==> src/rtl/mem_arbiter_pkg.sv <==
// mem_arbiter_pkg
//   Shared constants and types for the unified-memory arbiter:
//   - ARB_ST_LEN / arb_state_e : FSM state width and encoding
//                                (ARB_IDLE, ARB_WAIT_I, ARB_WAIT_D)
//   - cnt_width()              : bits needed to hold a counter value 0..max
package mem_arbiter_pkg;

  localparam int ARB_ST_LEN = 2;

  typedef enum logic [ARB_ST_LEN-1:0] {
    ARB_IDLE   = 2'd0,
    ARB_WAIT_I = 2'd1,
    ARB_WAIT_D = 2'd2
  } arb_state_e;

  // Width of a counter that must be able to hold max_val itself.
  function automatic int cnt_width(input int max_val);
    return (max_val < 1) ? 1 : $clog2(max_val + 1);
  endfunction

endpackage

==> src/rtl/mem_arbiter_if.sv <==
// mem_arbiter_if
//   Bundles the fetch port, data port, memory port and the sticky error
//   flag of the arbiter.
//   modport master : the arbiter itself (drives grants, responses, mem_*)
//   modport slave  : the surroundings (core request ports plus the memory)
//   Fetch port : i_req, i_addr -> i_gnt, i_rvalid, i_rdata
//   Data port  : d_req, d_we, d_addr, d_wdata, d_wmask -> d_gnt, d_rvalid, d_rdata
//   Memory     : mem_req, mem_we, mem_addr, mem_wdata, mem_wmask ->
//                mem_ready, mem_rvalid, mem_rdata
//   Status     : error
interface mem_arbiter_if #(
  parameter int XLEN = 32
) ();
  logic            i_req;
  logic [XLEN-1:0] i_addr;
  logic            i_gnt;
  logic            i_rvalid;
  logic [XLEN-1:0] i_rdata;

  logic            d_req;
  logic            d_we;
  logic [XLEN-1:0] d_addr;
  logic [XLEN-1:0] d_wdata;
  logic [XLEN-1:0] d_wmask;
  logic            d_gnt;
  logic            d_rvalid;
  logic [XLEN-1:0] d_rdata;

  logic            mem_req;
  logic            mem_we;
  logic [XLEN-1:0] mem_addr;
  logic [XLEN-1:0] mem_wdata;
  logic [XLEN-1:0] mem_wmask;
  logic            mem_ready;
  logic            mem_rvalid;
  logic [XLEN-1:0] mem_rdata;

  logic            error;

  modport master (
    input  i_req, i_addr, d_req, d_we, d_addr, d_wdata, d_wmask,
           mem_ready, mem_rvalid, mem_rdata,
    output i_gnt, i_rvalid, i_rdata, d_gnt, d_rvalid, d_rdata,
           mem_req, mem_we, mem_addr, mem_wdata, mem_wmask, error
  );

  modport slave (
    output i_req, i_addr, d_req, d_we, d_addr, d_wdata, d_wmask,
           mem_ready, mem_rvalid, mem_rdata,
    input  i_gnt, i_rvalid, i_rdata, d_gnt, d_rvalid, d_rdata,
           mem_req, mem_we, mem_addr, mem_wdata, mem_wmask, error
  );
endinterface

==> src/rtl/mem_arb_prio.sv <==
// mem_arb_prio
//   Grant selection between fetch and data requests. Data wins unless the
//   fetch side has already lost DATA_STREAK_MAX consecutive grants to data
//   while waiting.
//   Ports:
//     clk, reset  clock / asynchronous active-low reset
//     arb_en      arbitration window open (arbiter idle and out of reset)
//     i_req       fetch request
//     d_req       data request
//     ready       memory accepts the selected request this cycle
//     sel_i       fetch port is the current winner
//     sel_d       data port is the current winner
module mem_arb_prio
  import mem_arbiter_pkg::*;
#(
  parameter int DATA_STREAK_MAX = 4
) (
  input  logic clk,
  input  logic reset,
  input  logic arb_en,
  input  logic i_req,
  input  logic d_req,
  input  logic ready,
  output logic sel_i,
  output logic sel_d
);

  localparam int SW = cnt_width(DATA_STREAK_MAX);
  localparam logic [SW-1:0] STREAK_MAX = SW'(DATA_STREAK_MAX);

  logic [SW-1:0] streak_q, streak_d;
  logic          starve;

  always_comb begin
    // Fetch has waited through a full data streak: it must win this time.
    starve   = i_req && (streak_q == STREAK_MAX);
    sel_d    = arb_en && d_req && !starve;
    sel_i    = arb_en && i_req && !sel_d;
    streak_d = streak_q;
    if (ready && sel_i) begin
      streak_d = '0;
    end else if (ready && sel_d) begin
      // Only data grants taken while fetch is waiting count against it.
      if (!i_req) begin
        streak_d = '0;
      end else if (streak_q != STREAK_MAX) begin
        streak_d = streak_q + 1'b1;
      end
    end
  end

  always_ff @(posedge clk or negedge reset) begin
    if (!reset) begin
      streak_q <= '0;
    end else begin
      streak_q <= streak_d;
    end
  end

endmodule

==> src/rtl/mem_arbiter.sv <==
// mem_arbiter
//   Shares one single-port memory between the instruction-fetch port and the
//   data port. One access is outstanding at a time; the response is routed
//   back to whichever port issued it.
//   Parameters: XLEN, DATA_STREAK_MAX (fetch starvation bound),
//               TIMEOUT_CYCLES (response watchdog limit).
//   Ports:
//     clk    clock, rising edge
//     reset  asynchronous active-low reset
//     bus    mem_arbiter_if.master: fetch/data request ports, memory port,
//            sticky error flag
//   Build option: define MEM_ARB_TIMEOUT_EN to add a response watchdog that
//   abandons an access after TIMEOUT_CYCLES waiting cycles and flags error.
//   Without it the arbiter waits for the memory indefinitely.
module mem_arbiter
  import mem_arbiter_pkg::*;
#(
  parameter int XLEN            = 32,
  parameter int DATA_STREAK_MAX = 4,
  parameter int TIMEOUT_CYCLES  = 255
) (
  input  logic          clk,
  input  logic          reset,
  mem_arbiter_if.master bus
);

  arb_state_e      state_q, state_d;
  logic            error_q, error_d;
  logic            arb_en;
  logic            sel_i, sel_d;
  logic            tmo_hit;
  logic [XLEN-1:0] rsp_data;

  // Gating with reset keeps every combinational output low while reset is
  // asserted, even if requests are already present.
  assign arb_en   = (state_q == ARB_IDLE) && reset;
  assign rsp_data = bus.mem_rdata;
  assign bus.error = error_q;

  mem_arb_prio #(
    .DATA_STREAK_MAX(DATA_STREAK_MAX)
  ) u_prio (
    .clk   (clk),
    .reset (reset),
    .arb_en(arb_en),
    .i_req (bus.i_req),
    .d_req (bus.d_req),
    .ready (bus.mem_ready),
    .sel_i (sel_i),
    .sel_d (sel_d)
  );

`ifdef MEM_ARB_TIMEOUT_EN
  localparam int TW = cnt_width(TIMEOUT_CYCLES);
  logic [TW-1:0] tmo_q, tmo_d;

  // Counts waiting cycles; the last permitted waiting cycle is TIMEOUT-1.
  always_comb begin
    tmo_d   = (state_q == ARB_IDLE) ? '0 : tmo_q + 1'b1;
    tmo_hit = (state_q != ARB_IDLE) && (tmo_q == TW'(TIMEOUT_CYCLES - 1));
  end

  always_ff @(posedge clk or negedge reset) begin
    if (!reset) begin
      tmo_q <= '0;
    end else begin
      tmo_q <= tmo_d;
    end
  end
`else
  assign tmo_hit = 1'b0;
`endif

  always_comb begin
    state_d       = state_q;
    error_d       = error_q;
    bus.i_gnt     = 1'b0;
    bus.i_rvalid  = 1'b0;
    bus.i_rdata   = '0;
    bus.d_gnt     = 1'b0;
    bus.d_rvalid  = 1'b0;
    bus.d_rdata   = '0;
    bus.mem_req   = 1'b0;
    bus.mem_we    = 1'b0;
    bus.mem_addr  = '0;
    bus.mem_wdata = '0;
    bus.mem_wmask = '0;

    unique case (state_q)
      ARB_IDLE: begin
        // Nothing is outstanding, so a response now is orphaned (e.g. an
        // access cut short by reset): drop it and remember the fault.
        if (bus.mem_rvalid) begin
          error_d = 1'b1;
        end
        if (sel_d) begin
          bus.mem_req   = 1'b1;
          bus.mem_we    = bus.d_we;
          bus.mem_addr  = bus.d_addr;
          bus.mem_wdata = bus.d_wdata;
          bus.mem_wmask = bus.d_wmask;
          bus.d_gnt     = bus.mem_ready;
          if (bus.mem_ready) begin
            state_d = ARB_WAIT_D;
          end
        end else if (sel_i) begin
          bus.mem_req  = 1'b1;
          bus.mem_addr = bus.i_addr;
          bus.i_gnt    = bus.mem_ready;
          if (bus.mem_ready) begin
            state_d = ARB_WAIT_I;
          end
        end
      end
      ARB_WAIT_I: begin
        if (bus.mem_rvalid) begin
          bus.i_rvalid = 1'b1;
          bus.i_rdata  = rsp_data;
          state_d      = ARB_IDLE;
        end else if (tmo_hit) begin
          error_d = 1'b1;
          state_d = ARB_IDLE;
        end
      end
      ARB_WAIT_D: begin
        if (bus.mem_rvalid) begin
          bus.d_rvalid = 1'b1;
          bus.d_rdata  = rsp_data;
          state_d      = ARB_IDLE;
        end else if (tmo_hit) begin
          error_d = 1'b1;
          state_d = ARB_IDLE;
        end
      end
      default: state_d = ARB_IDLE;
    endcase
  end

  always_ff @(posedge clk or negedge reset) begin
    if (!reset) begin
      state_q <= ARB_IDLE;
      error_q <= 1'b0;
    end else begin
      state_q <= state_d;
      error_q <= error_d;
    end
  end

endmodule

==> src/flat_wrapper.sv <==
// flat-port wrapper written by rule: the top's interface ports become plain ports
module mem_arbiter_flat import mem_arbiter_pkg::*;
#(
  parameter int XLEN            = 32,
  parameter int DATA_STREAK_MAX = 4,
  parameter int TIMEOUT_CYCLES  = 255
)
  (clk, reset, bus_i_req, bus_i_addr, bus_d_req, bus_d_we, bus_d_addr, bus_d_wdata, bus_d_wmask, bus_mem_ready, bus_mem_rvalid, bus_mem_rdata, bus_i_gnt, bus_i_rvalid, bus_i_rdata, bus_d_gnt, bus_d_rvalid, bus_d_rdata, bus_mem_req, bus_mem_we, bus_mem_addr, bus_mem_wdata, bus_mem_wmask, bus_error);
  mem_arbiter_if #(.XLEN(XLEN)) bus_i ();
  input  logic clk;
  input  logic reset;
  input wire logic [$bits(bus_i.i_req)-1:0] bus_i_req;
  input wire logic [$bits(bus_i.i_addr)-1:0] bus_i_addr;
  input wire logic [$bits(bus_i.d_req)-1:0] bus_d_req;
  input wire logic [$bits(bus_i.d_we)-1:0] bus_d_we;
  input wire logic [$bits(bus_i.d_addr)-1:0] bus_d_addr;
  input wire logic [$bits(bus_i.d_wdata)-1:0] bus_d_wdata;
  input wire logic [$bits(bus_i.d_wmask)-1:0] bus_d_wmask;
  input wire logic [$bits(bus_i.mem_ready)-1:0] bus_mem_ready;
  input wire logic [$bits(bus_i.mem_rvalid)-1:0] bus_mem_rvalid;
  input wire logic [$bits(bus_i.mem_rdata)-1:0] bus_mem_rdata;
  output wire logic [$bits(bus_i.i_gnt)-1:0] bus_i_gnt;
  output wire logic [$bits(bus_i.i_rvalid)-1:0] bus_i_rvalid;
  output wire logic [$bits(bus_i.i_rdata)-1:0] bus_i_rdata;
  output wire logic [$bits(bus_i.d_gnt)-1:0] bus_d_gnt;
  output wire logic [$bits(bus_i.d_rvalid)-1:0] bus_d_rvalid;
  output wire logic [$bits(bus_i.d_rdata)-1:0] bus_d_rdata;
  output wire logic [$bits(bus_i.mem_req)-1:0] bus_mem_req;
  output wire logic [$bits(bus_i.mem_we)-1:0] bus_mem_we;
  output wire logic [$bits(bus_i.mem_addr)-1:0] bus_mem_addr;
  output wire logic [$bits(bus_i.mem_wdata)-1:0] bus_mem_wdata;
  output wire logic [$bits(bus_i.mem_wmask)-1:0] bus_mem_wmask;
  output wire logic [$bits(bus_i.error)-1:0] bus_error;
  assign bus_i.i_req = bus_i_req;
  assign bus_i.i_addr = bus_i_addr;
  assign bus_i.d_req = bus_d_req;
  assign bus_i.d_we = bus_d_we;
  assign bus_i.d_addr = bus_d_addr;
  assign bus_i.d_wdata = bus_d_wdata;
  assign bus_i.d_wmask = bus_d_wmask;
  assign bus_i.mem_ready = bus_mem_ready;
  assign bus_i.mem_rvalid = bus_mem_rvalid;
  assign bus_i.mem_rdata = bus_mem_rdata;
  assign bus_i_gnt = bus_i.i_gnt;
  assign bus_i_rvalid = bus_i.i_rvalid;
  assign bus_i_rdata = bus_i.i_rdata;
  assign bus_d_gnt = bus_i.d_gnt;
  assign bus_d_rvalid = bus_i.d_rvalid;
  assign bus_d_rdata = bus_i.d_rdata;
  assign bus_mem_req = bus_i.mem_req;
  assign bus_mem_we = bus_i.mem_we;
  assign bus_mem_addr = bus_i.mem_addr;
  assign bus_mem_wdata = bus_i.mem_wdata;
  assign bus_mem_wmask = bus_i.mem_wmask;
  assign bus_error = bus_i.error;
  mem_arbiter #(.XLEN(XLEN), .DATA_STREAK_MAX(DATA_STREAK_MAX), .TIMEOUT_CYCLES(TIMEOUT_CYCLES)) u_core (.clk(clk), .reset(reset), .bus(bus_i));
endmodule
==> config.mk <==
export PLATFORM = sky130hd
export DESIGN_NAME = mem_arbiter_flat
export DESIGN_NICKNAME = d
export VERILOG_FILES = /design/src/rtl/mem_arbiter_pkg.sv /design/src/rtl/mem_arbiter_if.sv /design/src/rtl/mem_arb_prio.sv /design/src/rtl/mem_arbiter.sv /design/src/flat_wrapper.sv
export SDC_FILE = /design/constraint.sdc
export NUM_CORES = 1
export LEC_CHECK = 0
export CORE_AREA = 2 2 130 132
export CTS_BUF_LIST = sky130_fd_sc_hd__clkbuf_2 sky130_fd_sc_hd__clkbuf_4 sky130_fd_sc_hd__clkbuf_8
export DETAILED_ROUTE_END_ITERATION = 10
export DIE_AREA = 0 0 132 134
export GPL_TIMING_DRIVEN = 1
export HOLD_SLACK_MARGIN = 0.1
export PLACE_DENSITY = 0.5
export REMOVE_ABC_BUFFERS = 1
export SYNTH_ARGS = -nofsm -noshare
export SYNTH_HDL_FRONTEND = slang
export SYNTH_SLANG_ARGS = --single-unit
==> constraint.sdc <==
create_clock -name clk -period 1.7 [get_ports clk]
set_clock_uncertainty 0.05 [all_clocks]
set_input_delay 0.255 -clock clk [delete_from_list [all_inputs] [get_ports clk]]
set_output_delay 0.255 -clock clk [all_outputs]
set_load 0.05 [all_outputs]
==> impl_metrics.env, run 1 <==
export IMPL_status="finished with violations"
export IMPL_failing_checks="setup timing"
export IMPL_finalWirelength_um=15200
export IMPL_cts_tree="built"
export IMPL_grt_setup_unrepaired="true"
export IMPL_dr_max_layer_used="met4"
export IMPL_globalRouteTotalUtil_pct=13.2
export IMPL_maximum_number_of_pins_on_one_net_before_global_route_repair=69
export IMPL_n_fill_cell=1462
export IMPL_cp_start_kind="register"
export IMPL_hold_slack_ns=0.399
export IMPL_setup_viol_count_final=167
export IMPL_synth_most_common_cell="sky130_fd_sc_hd__and3_1"
export IMPL_ys_async_sr_fraction_pct=100
export IMPL_fp_coreArea_sq_um=16300
export IMPL_critPathLaunch="u_core.u_prio.streak_q[0]"
export IMPL_maxSlewHeadroom_pct=84.5
export IMPL_clockBufferDepth=2
export IMPL_worst_setup_path_end_kind="primary output"
export IMPL_finalMaxSlewViolations=0
export IMPL_rr_startpoint="u_core.state_q[1]"
export IMPL_yosysTopAreaCellShare_pct=48.1
export IMPL_via_count=3453
export IMPL_grt_pass1_wl_um=18900
export IMPL_rows=47
export IMPL_timing_final_crit_period_ns=2.06
export IMPL_detailedPlacementHpwl_um=10300
export IMPL_detailroute_wirelength_met2_um=8290
export IMPL_fin_nets=768
export IMPL_total_leakage_power_uw=0.00340
export IMPL_gp_congestion=0.830
export IMPL_starting_density_pct=10.4
export IMPL_clk_pin_slew_worst_paths_ns=0.04
export IMPL_power_density_nw_per_um2=854
export IMPL_crit_family="buffers and inverters"
export IMPL_area_growth_syn_to_layout_pct=363
export IMPL_cts_sink_count=6
export IMPL_floorplan_die_width_um=132
export IMPL_clk_insertion_delay_late_ns=0.22
export IMPL_final_util_pct=48.1
export IMPL_cell_type_with_the_largest_total_area_after_synthesis="sky130_fd_sc_hd__and3_1"
export IMPL_final_hold_violation_count=0
export IMPL_dpl_cell_count=785
export IMPL_critPathKind="register to primary output"
export IMPL_clockRootBuffer="sky130_fd_sc_hd__clkbuf_8"
export IMPL_port_bufs=333
export IMPL_synth_seq_area_share_pct=8.88
export IMPL_synth_cell_type_count=29
export IMPL_ant_nets=0
export IMPL_worst_endpoint_required_ns=1.39
export IMPL_power_ir_vdd_worst_v=0.000526
export IMPL_tritoncts_num_buffers=3
export IMPL_yosys_top_cells_area="sky130_fd_sc_hd__and3_1, sky130_fd_sc_hd__a22o_1, sky130_fd_sc_hd__dfrtp_1"
export IMPL_number_of_enable_flip_flop_cells_after_synthesis=0
export IMPL_post_layout_nonfiller_instances=814
export IMPL_critical_path_slowest_cell="sky130_fd_sc_hd__dfrtp_1"
export IMPL_detailedRoute_firstPassIterationCount=6
export IMPL_fmax_ghz=0.485
export IMPL_die_area_sq_um=17700
export IMPL_die_height_um=134
export IMPL_dominantRegCellSynth="sky130_fd_sc_hd__dfrtp_1"
export IMPL_grt_ovfl_total=0
export IMPL_top_ports=334
export IMPL_path_max_fanout=8
export IMPL_mean_syn_cell_area_sq_um=7.08
export IMPL_worstHoldPathType="input pin to asynchronous set/reset pin"
export IMPL_post_route_period_util_pct=121
export IMPL_synth_warnings=0
export IMPL_num_antenna_cells=0
export IMPL_detail_route_wirelength_met1_um=5670
export IMPL_timing_max_cap_violations=0
export IMPL_first_iter_violations=81
export IMPL_drt_wirelength_per_cell_um=18.7
export IMPL_critical_path_arrival_ns=1.76
export IMPL_drive_gt1_share_pct=58.6
export IMPL_worst_slew_pin_slew_ns=0.233
export IMPL_via_count_of_the_first_global_routing_pass=3354
export IMPL_drc_markers=0
export IMPL_buffers_plus_inverters_on_the_worst_setup_path=3
export IMPL_postLayoutSetupSlackWorst_ns=-0.362
export IMPL_critical_path_max_stage_delay_ns=0.38
export IMPL_netlist_area_sq_um=1690
export IMPL_path_cells="inv_2 -> ha_4 -> nand3_2 -> and2_4 -> clkbuf_16 -> a22o_4 -> buf_12"
export IMPL_synth_seq_cells=6
export IMPL_syn_instance_count=239
export IMPL_number_of_antenna_violations_at_the_first_check_in_global_routing=0
export IMPL_ys_top_cells_by_count="sky130_fd_sc_hd__and3_1, sky130_fd_sc_hd__a22o_1, sky130_fd_sc_hd__clkbuf_1"
export IMPL_routed_wl_met3_um=1130
export IMPL_htree_num_levels=1
export IMPL_post_drt_via_cell_ratio=4.24
==> registers in the layout, summed over array words and instances, names as in the netlist <==
| register | flops |
|---|---|
| u_core.bus.error | 1 |
| u_core.state_q | 2 |
| u_core.u_prio.streak_q | 3 |
==> per-stage QoR <==
| stage | TNS (ns) | worst slack [ns] | instance area [sq um] | power, uW |
|---|---|---|---|---|
| after floorplan | -59.29 | -1.07 | 1530 | 2570 |
| after global placement | -25.21 | -0.331 | 6260 | 5030 |
| after detailed placement | -26.28 | -0.366 | 6260 | 5060 |
| after CTS | -39.12 | -0.375 | 6860 | 5750 |
| after global routing | -53.74 | -0.432 | 7840 | 6950 |
| final | -42.21 | -0.362 | 7840 | 6690 |
==> cells in the final DEF (no fill, tap or decap), types with 3 or more instances in the layout <==
| master | n |
|---|---|
| sky130_fd_sc_hd__buf_6 | 59 |
| sky130_fd_sc_hd__a22o_4 | 24 |
| sky130_fd_sc_hd__and3_4 | 83 |
| sky130_fd_sc_hd__dfrtp_1 | 6 |
| sky130_fd_sc_hd__inv_2 | 3 |
| sky130_fd_sc_hd__and2_4 | 3 |
| sky130_fd_sc_hd__buf_4 | 21 |
| sky130_fd_sc_hd__buf_12 | 108 |
| sky130_fd_sc_hd__clkbuf_16 | 9 |
| sky130_fd_sc_hd__and3_1 | 48 |
| sky130_fd_sc_hd__buf_8 | 20 |
| sky130_fd_sc_hd__ha_4 | 4 |
| sky130_fd_sc_hd__clkbuf_8 | 3 |
| sky130_fd_sc_hd__a22o_1 | 8 |
| sky130_fd_sc_hd__inv_1 | 3 |
| sky130_fd_sc_hd__buf_16 | 3 |
| sky130_fd_sc_hd__clkdlybuf4s50_1 | 164 |
==> repair_timing <==
item / in CTS / in global routing
gates cloned: 3 / 12
gates resized for setup: 107 / 127
buffers inserted: 7 / 6
endpoints found under the setup margin: 169 / 169
hold buffers: 0 / 0
pin swaps: 27 / 25
==> final timing paths <==
check / end / slack (ns) / depth (start not counted)
min in group clk: u_core.bus.error / 0.40 / 1
max in group asynchronous: u_core.state_q[0] / 1.08 / 3
worst max register to register: u_core.state_q[0] / -0.16 / 9
worst min-delay path: u_core.u_prio.streak_q[2] / 0.40 / 3
worst min register to register: u_core.bus.error / 0.40 / 1
worst max-delay path: bus_mem_addr[30] / -0.36 / 7
==> cell families (layout without fill, tap and decap cells) <==
group | Yosys count | count (layout) | synth area share (%)
DFF | 6 | 6 | 8.88
adders and majority gates | 5 | 5 | 3.70
muxes | 1 | 1 | 0.592
AOI/OAI and AO/OA | 45 | 45 | 23.3
and+or+nand+nor | 142 | 142 | 52.4
buffers and inverters | 40 | 395 | 11.1
==> power by group <==
part	leakage (uW)	internal, uW	switching, uW
clock	0.0000216	152	60.7
combinational	0.00330	3170	3090
sequential	0.0000761	186	31.3
total	0.00340	3510	3180
==> routing by layer <==
metal | GRT usage [%] | up-vias
li1 | - | 1631
met1 | 15.1 | 1625
met2 | 24.7 | 191
met3 | 4.08 | 6
met4 | 1.33 | 0
met5 | 0 | -
==> layout make-up <==
class | count | area, sq um | share of cell area, %
timing repair buffer | 386 | 5260 | 67.1
multi-input combinational | 193 | 2090 | 26.7
tap | 220 | 275 | 3.51
sequential | 6 | 150 | 1.92
clock buffer | 3 | 41.3 | 0.527
inverter | 6 | 22.5 | 0.287
==> tightest hold or removal path: stages <==
cell	delay [ns]
sky130_fd_sc_hd__clkdlybuf4s50_1	0.48
sky130_fd_sc_hd__buf_4	0.13
sky130_fd_sc_hd__buf_6	0.13
Power figures use the tool's default switching activity.
==> run 2: changes to the inputs <==
--- a/config.mk
+++ b/config.mk
@@ -5,13 +5,13 @@
 export SDC_FILE = /design/constraint.sdc
 export NUM_CORES = 1
 export LEC_CHECK = 0
-export CORE_AREA = 2 2 130 132
+export CORE_AREA = 3 3 127 129
 export CTS_BUF_LIST = sky130_fd_sc_hd__clkbuf_2 sky130_fd_sc_hd__clkbuf_4 sky130_fd_sc_hd__clkbuf_8
 export DETAILED_ROUTE_END_ITERATION = 10
-export DIE_AREA = 0 0 132 134
+export DIE_AREA = 0 0 130 132
 export GPL_TIMING_DRIVEN = 1
 export HOLD_SLACK_MARGIN = 0.1
-export PLACE_DENSITY = 0.5
+export PLACE_DENSITY = 0.52
 export REMOVE_ABC_BUFFERS = 1
 export SYNTH_ARGS = -nofsm -noshare
 export SYNTH_HDL_FRONTEND = slang
==> impl_metrics.env, run 2 (synthesized netlist as in run 1, its figures left out) <==
export IMPL_critPathLaunch="bus_d_req"
export IMPL_clockBufferDepth=2
export IMPL_drive_gt1_share_pct=63.0
export IMPL_power_net_switching_uw=3290
export IMPL_maxSlewHeadroom_pct=81.3
export IMPL_ant_nets=0
export IMPL_floorplan_die_width_um=130
export IMPL_critPathKind="input pin to primary output"
export IMPL_endpoint="bus_mem_addr[10]"
export IMPL_largest_register="u_core.u_prio.streak_q"
export IMPL_num_antenna_cells=0
export IMPL_detailedRoute_firstPassIterationCount=4
export IMPL_worst_endpoint_required_ns=1.39
export IMPL_worst_slew_pin_slew_ns=0.280
export IMPL_power_internal_uw=3800
export IMPL_timing_reg2reg_worst_path_depth=8
export IMPL_cts_tree="built"
export IMPL_fp_coreArea_sq_um=15100
export IMPL_totalNegativeSetupSlack_ns=-44.01
export IMPL_die_area_sq_um=17200
export IMPL_globalRouteTotalUtil_pct=16.9
export IMPL_cp_start_kind="input pin"
export IMPL_first_iter_violations=72
export IMPL_grt_setup_unrepaired="true"
export IMPL_number_of_antenna_violations_at_the_first_check_in_global_routing=1
export IMPL_reg2reg_slack_ns=-0.07
export IMPL_via_count=3518
export IMPL_worst_setup_path_end_kind="primary output"
export IMPL_mostFrequentLayoutCells="sky130_fd_sc_hd__clkdlybuf4s50_1, sky130_fd_sc_hd__buf_12, sky130_fd_sc_hd__and3_4"
export IMPL_critical_path_arrival_ns=1.78
export IMPL_grt_ovfl_total=0
export IMPL_rows=45
export IMPL_gr_usage_met3_pct=4.70
export IMPL_timing_max_cap_violations=0
export IMPL_cts_sink_count=6
export IMPL_drc_markers=0
export IMPL_clk_pwr_share_pct=3.1
export IMPL_clk_insertion_delay_late_ns=0.23
export IMPL_status="finished with violations"
export IMPL_largest_register_ff_count=3
export IMPL_global_route_usage_met2_pct=32.5
export IMPL_gr_max_usage_layer="met2"
export IMPL_drt_wirelength_per_cell_um=19.7
export IMPL_fin_nets=779
export IMPL_setup_viol_count_final=167
export IMPL_grt_pass1_wl_um=22900
export IMPL_power_density_nw_per_um2=866
export IMPL_finalWirelength_um=15600
export IMPL_hold_slack_ns=0.397
export IMPL_maximum_number_of_pins_on_one_net_before_global_route_repair=70
export IMPL_path_max_fanout=6
export IMPL_via_count_of_the_first_global_routing_pass=3793
export IMPL_dpl_cell_count=757
export IMPL_post_route_period_util_pct=123
export IMPL_failing_checks="setup timing"
export IMPL_detailedPlacementHpwl_um=10300
export IMPL_netSwitchingFraction_pct=46.4
export IMPL_post_layout_nonfiller_instances=793
export IMPL_top_ports=334
export IMPL_clockRootBuffer="sky130_fd_sc_hd__clkbuf_8"
export IMPL_power_ir_vdd_worst_v=0.000382
export IMPL_reg2reg_to="u_core.u_prio.streak_q[1]"
export IMPL_portion_of_total_power_attributed_to_sequential_cells_pct=3.1
export IMPL_die_height_um=132
export IMPL_area_growth_syn_to_layout_pct=384
export IMPL_post_drt_via_cell_ratio=4.44
export IMPL_port_bufs=333
export IMPL_fmax_ghz=0.479
export IMPL_comb_power_share_pct=93.8
export IMPL_clk_pin_slew_worst_paths_ns=0.04
export IMPL_timing_final_crit_period_ns=2.09
export IMPL_mostFrequentLayoutCell="sky130_fd_sc_hd__clkdlybuf4s50_1"
export IMPL_postLayoutSetupSlackWorst_ns=-0.387
export IMPL_starting_density_pct=11.2
export IMPL_total_leakage_power_uw=0.00346
export IMPL_gp_congestion=0.901
export IMPL_worstHoldPathType="input pin to asynchronous set/reset pin"
export IMPL_finalMaxSlewViolations=0
export IMPL_rr_startpoint="u_core.state_q[0]"
export IMPL_htree_num_levels=1
export IMPL_final_util_pct=54.0
export IMPL_tritoncts_num_buffers=3
export IMPL_post_layout_total_power_uw=7090
export IMPL_cts_hold_bufs=0
export IMPL_final_hold_violation_count=0
export IMPL_globalRouteMet1Util_pct=18.7
[run 2: changes by cell type in the layout (fill, tap and decap cells not counted), moves of 4 or more]
cell | previous run | this run
sky130_fd_sc_hd__and3_4 | 83 | 103
sky130_fd_sc_hd__buf_8 | 20 | 40
sky130_fd_sc_hd__buf_4 | 21 | 25
sky130_fd_sc_hd__buf_6 | 59 | 39
sky130_fd_sc_hd__clkbuf_16 | 9 | 4
sky130_fd_sc_hd__buf_12 | 108 | 112
sky130_fd_sc_hd__buf_16 | 3 | 11
sky130_fd_sc_hd__and3_1 | 48 | 28
[run 2: worst min path at each step]
stage	startpoint	to	slack (ns)	cells past startpoint
after floorplan	reset	u_core.bus.error	-0.09	0
after global placement	u_core.bus.error	u_core.bus.error	0.40	1
after detailed placement	u_core.bus.error	u_core.bus.error	0.40	1
after CTS	u_core.bus.error	u_core.bus.error	0.40	1
after global routing	reset	u_core.u_prio.streak_q[2]	0.41	3
final	reset	u_core.u_prio.streak_q[2]	0.40	3
[run 2: power by group through the flow]
stage / clock [uW] / sequential [uW] / combinational (uW)
detailed placement: 0 / 214 / 4870
global route: 238 / 229 / 6920
finish: 218 / 222 / 6650
global placement: 0 / 210 / 4850
floorplan: 0 / 213 / 2360
CTS: 227 / 221 / 6660
[run 2: area by class of cell]
type / count / area, sq um
Clock buffer: 3 / 41.3
Fill cell: 1260 / 6970
Inverter: 6 / 22.5
Multi-Input combinational cell: 193 / 2200
Sequential cell: 6 / 150
Tap cell: 188 / 235
Timing Repair Buffer: 397 / 5530
[run 2: worst max-delay path: stages]
cell                              delay, ns
sky130_fd_sc_hd__clkdlybuf4s50_1       0.53
sky130_fd_sc_hd__a21boi_4              0.24
sky130_fd_sc_hd__nor2_4                0.07
sky130_fd_sc_hd__buf_4                 0.15
sky130_fd_sc_hd__clkbuf_16             0.16
sky130_fd_sc_hd__a22o_4                0.23
sky130_fd_sc_hd__buf_12                0.14
[run 2: what timing repair did]
| item | 4_1_cts | 5_1_grt |
|---|---|---|
| pin swaps | 50 | 19 |
| buffers inserted | 19 | 3 |
| gates resized for setup | 267 | 24 |
| hold endpoints to repair | 0 | 0 |
| setup endpoints to repair | 170 | 171 |
| cloned | 16 | 4 |
[run 2: metrics by stage]
step	setup slack, ns	area, sq um
global placement	-0.302	6250
global route	-0.442	8180
floorplan	-1.07	1530
finish	-0.387	8180
CTS	-0.401	8070
detailed placement	-0.339	6250
[run 2: routing by layer]
layer / vias to the layer above / wire length [um]
met5: - / 17
met4: 2 / 130
met3: 16 / 1270
met2: 195 / 8400
met1: 1646 / 5770
li1: 1659 / -
